File: src/rtl/vm_pkg.sv
// Shared definitions for the vending purchase controller: FSM state encoding,
// coin-code constants and the default item price.
package vm_pkg;

  typedef enum logic [1:0] {
    IDLE     = 2'd0,
    COLLECT  = 2'd1,
    DISPENSE = 2'd2,
    REFUND   = 2'd3
  } state_e;

  localparam logic [1:0] COIN_0 = 2'b00;
  localparam logic [1:0] COIN_1 = 2'b01;
  localparam logic [1:0] COIN_2 = 2'b10;
  localparam logic [1:0] COIN_5 = 2'b11;

  localparam logic [3:0] DEFAULT_PRICE = 4'd3;

endpackage

File: src/rtl/coin_decoder.sv
// Combinational map from the 2-bit coin code to its value in credit units.
module coin_decoder
  import vm_pkg::*;
(
  input  logic [1:0] coin_code_i,
  output logic [3:0] coin_value_o
);

  always_comb begin
    case (coin_code_i)
      COIN_1:  coin_value_o = 4'd1;
      COIN_2:  coin_value_o = 4'd2;
      COIN_5:  coin_value_o = 4'd5;
      default: coin_value_o = 4'd0;
    endcase
  end

endmodule

File: src/rtl/purchase_controller.sv
// Vending purchase controller: owner restock, coin collection, dispense with
// change, and refund. All outputs except empty_light are registered.
module purchase_controller
  import vm_pkg::*;
#(
  parameter logic [3:0] PRICE = DEFAULT_PRICE
) (
  input  logic       clk,
  input  logic       rst_n,
  input  logic       mode,
  input  logic       load,
  input  logic [3:0] new_supply,
  input  logic       coin_valid,
  input  logic [1:0] coin_code,
  input  logic       select,
  input  logic       cancel,
  output logic [3:0] stock,
  output logic [3:0] credit,
  output logic       dispense,
  output logic [3:0] change,
  output logic       change_valid,
  output logic       coin_reject,
  output logic       empty_light
);

  state_e     state_q, state_d;
  logic [3:0] stock_q, stock_d;
  logic [3:0] credit_q, credit_d;
  logic [3:0] change_q, change_d;
  logic       dispense_q, dispense_d;
  logic       change_valid_q, change_valid_d;
  logic       coin_reject_q, coin_reject_d;

  logic [3:0] coin_value;
  logic [4:0] credit_sum;

  coin_decoder u_coin_decoder (
    .coin_code_i  (coin_code),
    .coin_value_o (coin_value)
  );

  // Extra bit detects a coin that would push credit past 15.
  assign credit_sum = {1'b0, credit_q} + {1'b0, coin_value};

  always_comb begin
    // NOTE: every _d gets a default before the case, so no path can infer a latch.
    state_d        = state_q;
    stock_d        = stock_q;
    credit_d       = credit_q;
    change_d       = 4'd0;
    dispense_d     = 1'b0;
    change_valid_d = 1'b0;
    coin_reject_d  = 1'b0;

    case (state_q)
      IDLE: begin
        if (mode) begin
          if (load) stock_d = new_supply;
          coin_reject_d = coin_valid;
        end else if (coin_valid) begin
          if (stock_q != 4'd0) begin
            credit_d = credit_sum[3:0];
            state_d  = COLLECT;
          end else begin
            coin_reject_d = 1'b1;
          end
        end
      end

      COLLECT: begin
        // Abort outranks purchase; any coin arriving with a state exit goes back.
        if (cancel || mode) begin
          state_d        = REFUND;
          change_d       = credit_q;
          change_valid_d = 1'b1;
          credit_d       = 4'd0;
          coin_reject_d  = coin_valid;
        end else if (select && (credit_q >= PRICE) && (stock_q != 4'd0)) begin
          state_d        = DISPENSE;
          dispense_d     = 1'b1;
          stock_d        = stock_q - 4'd1;
          change_d       = credit_q - PRICE;
          change_valid_d = 1'b1;
          credit_d       = 4'd0;
          coin_reject_d  = coin_valid;
        end else if (coin_valid) begin
          if (credit_sum[4]) coin_reject_d = 1'b1;
          else               credit_d      = credit_sum[3:0];
        end
      end

      DISPENSE, REFUND: begin
        state_d       = IDLE;
        coin_reject_d = coin_valid;
      end

      default: state_d = IDLE;
    endcase
  end

  always_ff @(posedge clk or negedge rst_n) begin
    if (!rst_n) begin
      state_q        <= IDLE;
      stock_q        <= 4'd0;
      credit_q       <= 4'd0;
      change_q       <= 4'd0;
      dispense_q     <= 1'b0;
      change_valid_q <= 1'b0;
      coin_reject_q  <= 1'b0;
    end else begin
      // NOTE: non-blocking so every register samples the pre-edge values.
      state_q        <= state_d;
      stock_q        <= stock_d;
      credit_q       <= credit_d;
      change_q       <= change_d;
      dispense_q     <= dispense_d;
      change_valid_q <= change_valid_d;
      coin_reject_q  <= coin_reject_d;
    end
  end

  assign stock        = stock_q;
  assign credit       = credit_q;
  assign change       = change_q;
  assign dispense     = dispense_q;
  assign change_valid = change_valid_q;
  assign coin_reject  = coin_reject_q;
  assign empty_light  = (stock_q == 4'd0);

endmodule

File: config.mk
export PLATFORM = sky130hd
export DESIGN_NAME = purchase_controller
export DESIGN_NICKNAME = d
export VERILOG_FILES = /design/src/rtl/vm_pkg.sv /design/src/rtl/coin_decoder.sv /design/src/rtl/purchase_controller.sv
export SDC_FILE = /design/constraint.sdc
export NUM_CORES = 1
export LEC_CHECK = 0
export CAP_MARGIN = 40
export CORE_UTILIZATION = 46
export CTS_CLUSTER_SIZE = 16
export DETAILED_ROUTE_END_ITERATION = 16
export PLACE_DENSITY = 0.77
export SLEW_MARGIN = 20
export SYNTH_ARGS = -nofsm -noshare
export SYNTH_HDL_FRONTEND = slang
export SYNTH_SLANG_ARGS = --single-unit
File: constraint.sdc
create_clock -name clk -period 2.3 [get_ports clk]
set_clock_uncertainty 0.05 [all_clocks]
set_input_delay 0.69 -clock clk [delete_from_list [all_inputs] [get_ports clk]]
set_output_delay 0.69 -clock clk [all_outputs]
set_load 0.05 [all_outputs]
==> results <==
-- layer usage --
metal | track usage | share of wire | up-vias
li1 | - | - | 485
met1 | 0.318 | 0.41 | 460
met2 | 0.404 | 0.48 | 59
met3 | 0.0374 | 0.077 | 11
met4 | 0.147 | 0.027 | 0
met5 | 0 | 0 | -
-- cell families after synthesis --
kind of cell | synth area share
xor gates and xnor gates | 0.0171
and+or+nand+nor | 0.228
adders and majority gates | 0.0804
AOI/OAI and AO/OA | 0.210
DFF | 0.414
buffers and inverters | 0.0511
-- repair_timing --
item,CTS,global route
pin swaps,5,1
gates cloned,0,0
buffers inserted,1,2
hold endpoints to repair,0,0
gates resized for setup,7,3
endpoints found under the setup margin,4,8
-- metrics by stage --
stage | power (uW) | util
finish | 2140 | 0.762
detailed placement | 1920 | 0.725
CTS | 2110 | 0.750
global placement | 1870 | 0.725
global route | 2270 | 0.762
floorplan | 1440 | -
-- layout make-up --
cell class | instances | area (sq um)
fill | 144 | 482
tap | 27 | 33.8
timing repair buffer | 48 | 424
clock buffer | 4 | 26.3
inverter | 9 | 33.8
sequential | 17 | 429
multi-input combinational | 81 | 593
-- flip-flops by register name, summed over array words and instances, names as in the netlist --
signal	flops
change	4
change_valid	1
coin_reject	1
credit	4
dispense	1
state_q	2
stock	4
-- cell usage in the layout, fill, tap and decap left out, types with 2 or more instances in the layout --
cell and count:
nand2b_1 2, inv_2 3, o41ai_1 2, nor2_1 14, nor3_1 2, o21ai_0 6, ha_1 3, a211oi_1 3
buf_4 26, a21oi_1 7, dfrtp_1 14, nand3_1 3, inv_1 6, dfrtp_2 3, clkbuf_4 3, xnor2_1 2
nand2_1 8, clkdlybuf4s50_1 19
-- where the power goes --
| group | internal, uW | switching, uW | leakage (uW) |
|---|---|---|---|
| registers | 423 | 151 | 0.000213 |
| clock network | 67.5 | 95.1 | 0.0000150 |
| logic | 556 | 846 | 0.000467 |
-- worst min path at each step --
stage          startpoint        end  slack (ns)
5_1_grt          stock[1]   stock[1]        0.58
2_1_floorplan       rst_n  change[0]        0.34
3_5_place_dp    credit[0]  credit[0]        0.54
4_1_cts          stock[1]   stock[1]        0.56
6_report         stock[1]   stock[1]        0.56
3_3_place_gp     stock[1]   stock[1]        0.51
==> impl_metrics.tcl <==
set metrics [dict create \
    clock_path_buffers 2 \
    grtUsageTotal 0.251 \
    crit_end "stock[0]" \
    avgSynthCellArea_sq_um 9.34 \
    layout.nets 179 \
    cts_hold_buf 0 \
    grt_max_degree 18 \
    maxSlewViolCount 0 \
    antenna_left 0 \
    synthArstFlopShare 1.00 \
    placed_cell_area_sq_um 1470 \
    gp_congestion 0.931 \
    synth_flop_cell "dfrtp_1" \
    ys_seq_area_frac 0.414 \
    hold_depth 2 \
    syn-cell-area_sq_um 1030 \
    num_antenna_cells 0 \
    r2r-start "stock[0]" \
    layout.cells.non_filler 186 \
    clkTransAtPathRegs_ns 0.10 \
    cp.required_ns 1.56 \
    synthDominantAreaCellType "dfrtp_1" \
    grt_pass1_wl_um 4650 \
    r2r_slack_ns 0.15 \
    critPathCaptureType "output pin" \
    design_area_sq_um 1540 \
    drt-vias-per-instance 5.46 \
    reg2regPathDepth 9 \
    drive_above_1_share 0.314 \
    area_delta_synth_final_pct 49.9 \
    wl_per_cell_um 14.0 \
    total_leakage_power_uw 0.000695 \
    grt_overflow 0 \
    port_buffers 28 \
    period_needed_ns 2.28 \
    setup_slack_ns 0.0193 \
    rows 16 \
    tightest_slew_ns 0.496 \
    clock_latency_ns 0.29 \
    critPathLaunch "stock[0]" \
    crit_path_max_incr_delay_ns 0.82 \
    cp_num_cells 1 \
    die_x_um 49.3 \
    routed_wl_um 2600 \
    crit_family "buffers and inverters" \
    initial_utilization 0.508 \
    p_per_area_nw_per_um2 1390 \
    cp.arrival_ns 1.54 \
    crit_buf_inv 1 \
    synth.distinct_cells 41 \
    die_area_sq_um 2430 \
    synthTopCellsByArea "dfrtp_1 41%, ha_1 6.1%, nor2_1 5.1%, a21oi_1 3.4%, o21ai_0 3.4%" \
    synth_top_area_share 0.414 \
    drtIter0Drc 19 \
    synthTopCellsByCount "17 x dfrtp_1, 14 x nor2_1, 8 x inv_1, 8 x nand2_1" \
    hold_class "reg2reg" \
    die_height_um 49.3 \
    clkSinkCount 17 \
    placed_cells 179 \
    setup_viol 0 \
    whs_ns 0.557 \
    ir_drop_v 0.000975 \
    worstReg2RegEnd "credit[3]" \
    cts_tree "done" \
    cts-buffers-inserted 3 \
    cp_cell_sequence "clkdlybuf4s50_1" \
    cp-start-kind "flip-flop" \
    antenna_found_initial 0 \
    cts-htree-levels 1 \
    slowest_stage "clkdlybuf4s50_1" \
    yosysWarnings 0 \
    post-place-ws_ns -0.531 \
    synth-seq-cells 17 \
    core_area_sq_um 2020 \
    cp_max_fo 5 \
    first_global_vias 1044 \
    io_pins 29 \
    drt-pass1-iter-count 4 \
    rsz0062_at_grt "false" \
    maxCapViolCount 0 \
    relSlewSlack 0.668 \
    netlist_instances 110 \
    synth.most_common_cell "dfrtp_1" \
    period_share 0.992 \
    syn-num-nets 129 \
    status "finished, final reports clean" \
    route.detailed.drc 0 \
    vias 1015 \
    dp_hpwl_um 1960 \
    max_freq_mhz 438 \
    synth-edff-count 0 \
    fin_tns_setup_ns 0 \
    clockRootBuffer "clkbuf_4" \
    final_hold_viol_count 0 \
    crit_type "reg2out" \
]
Power figures use the tool's default switching activity.
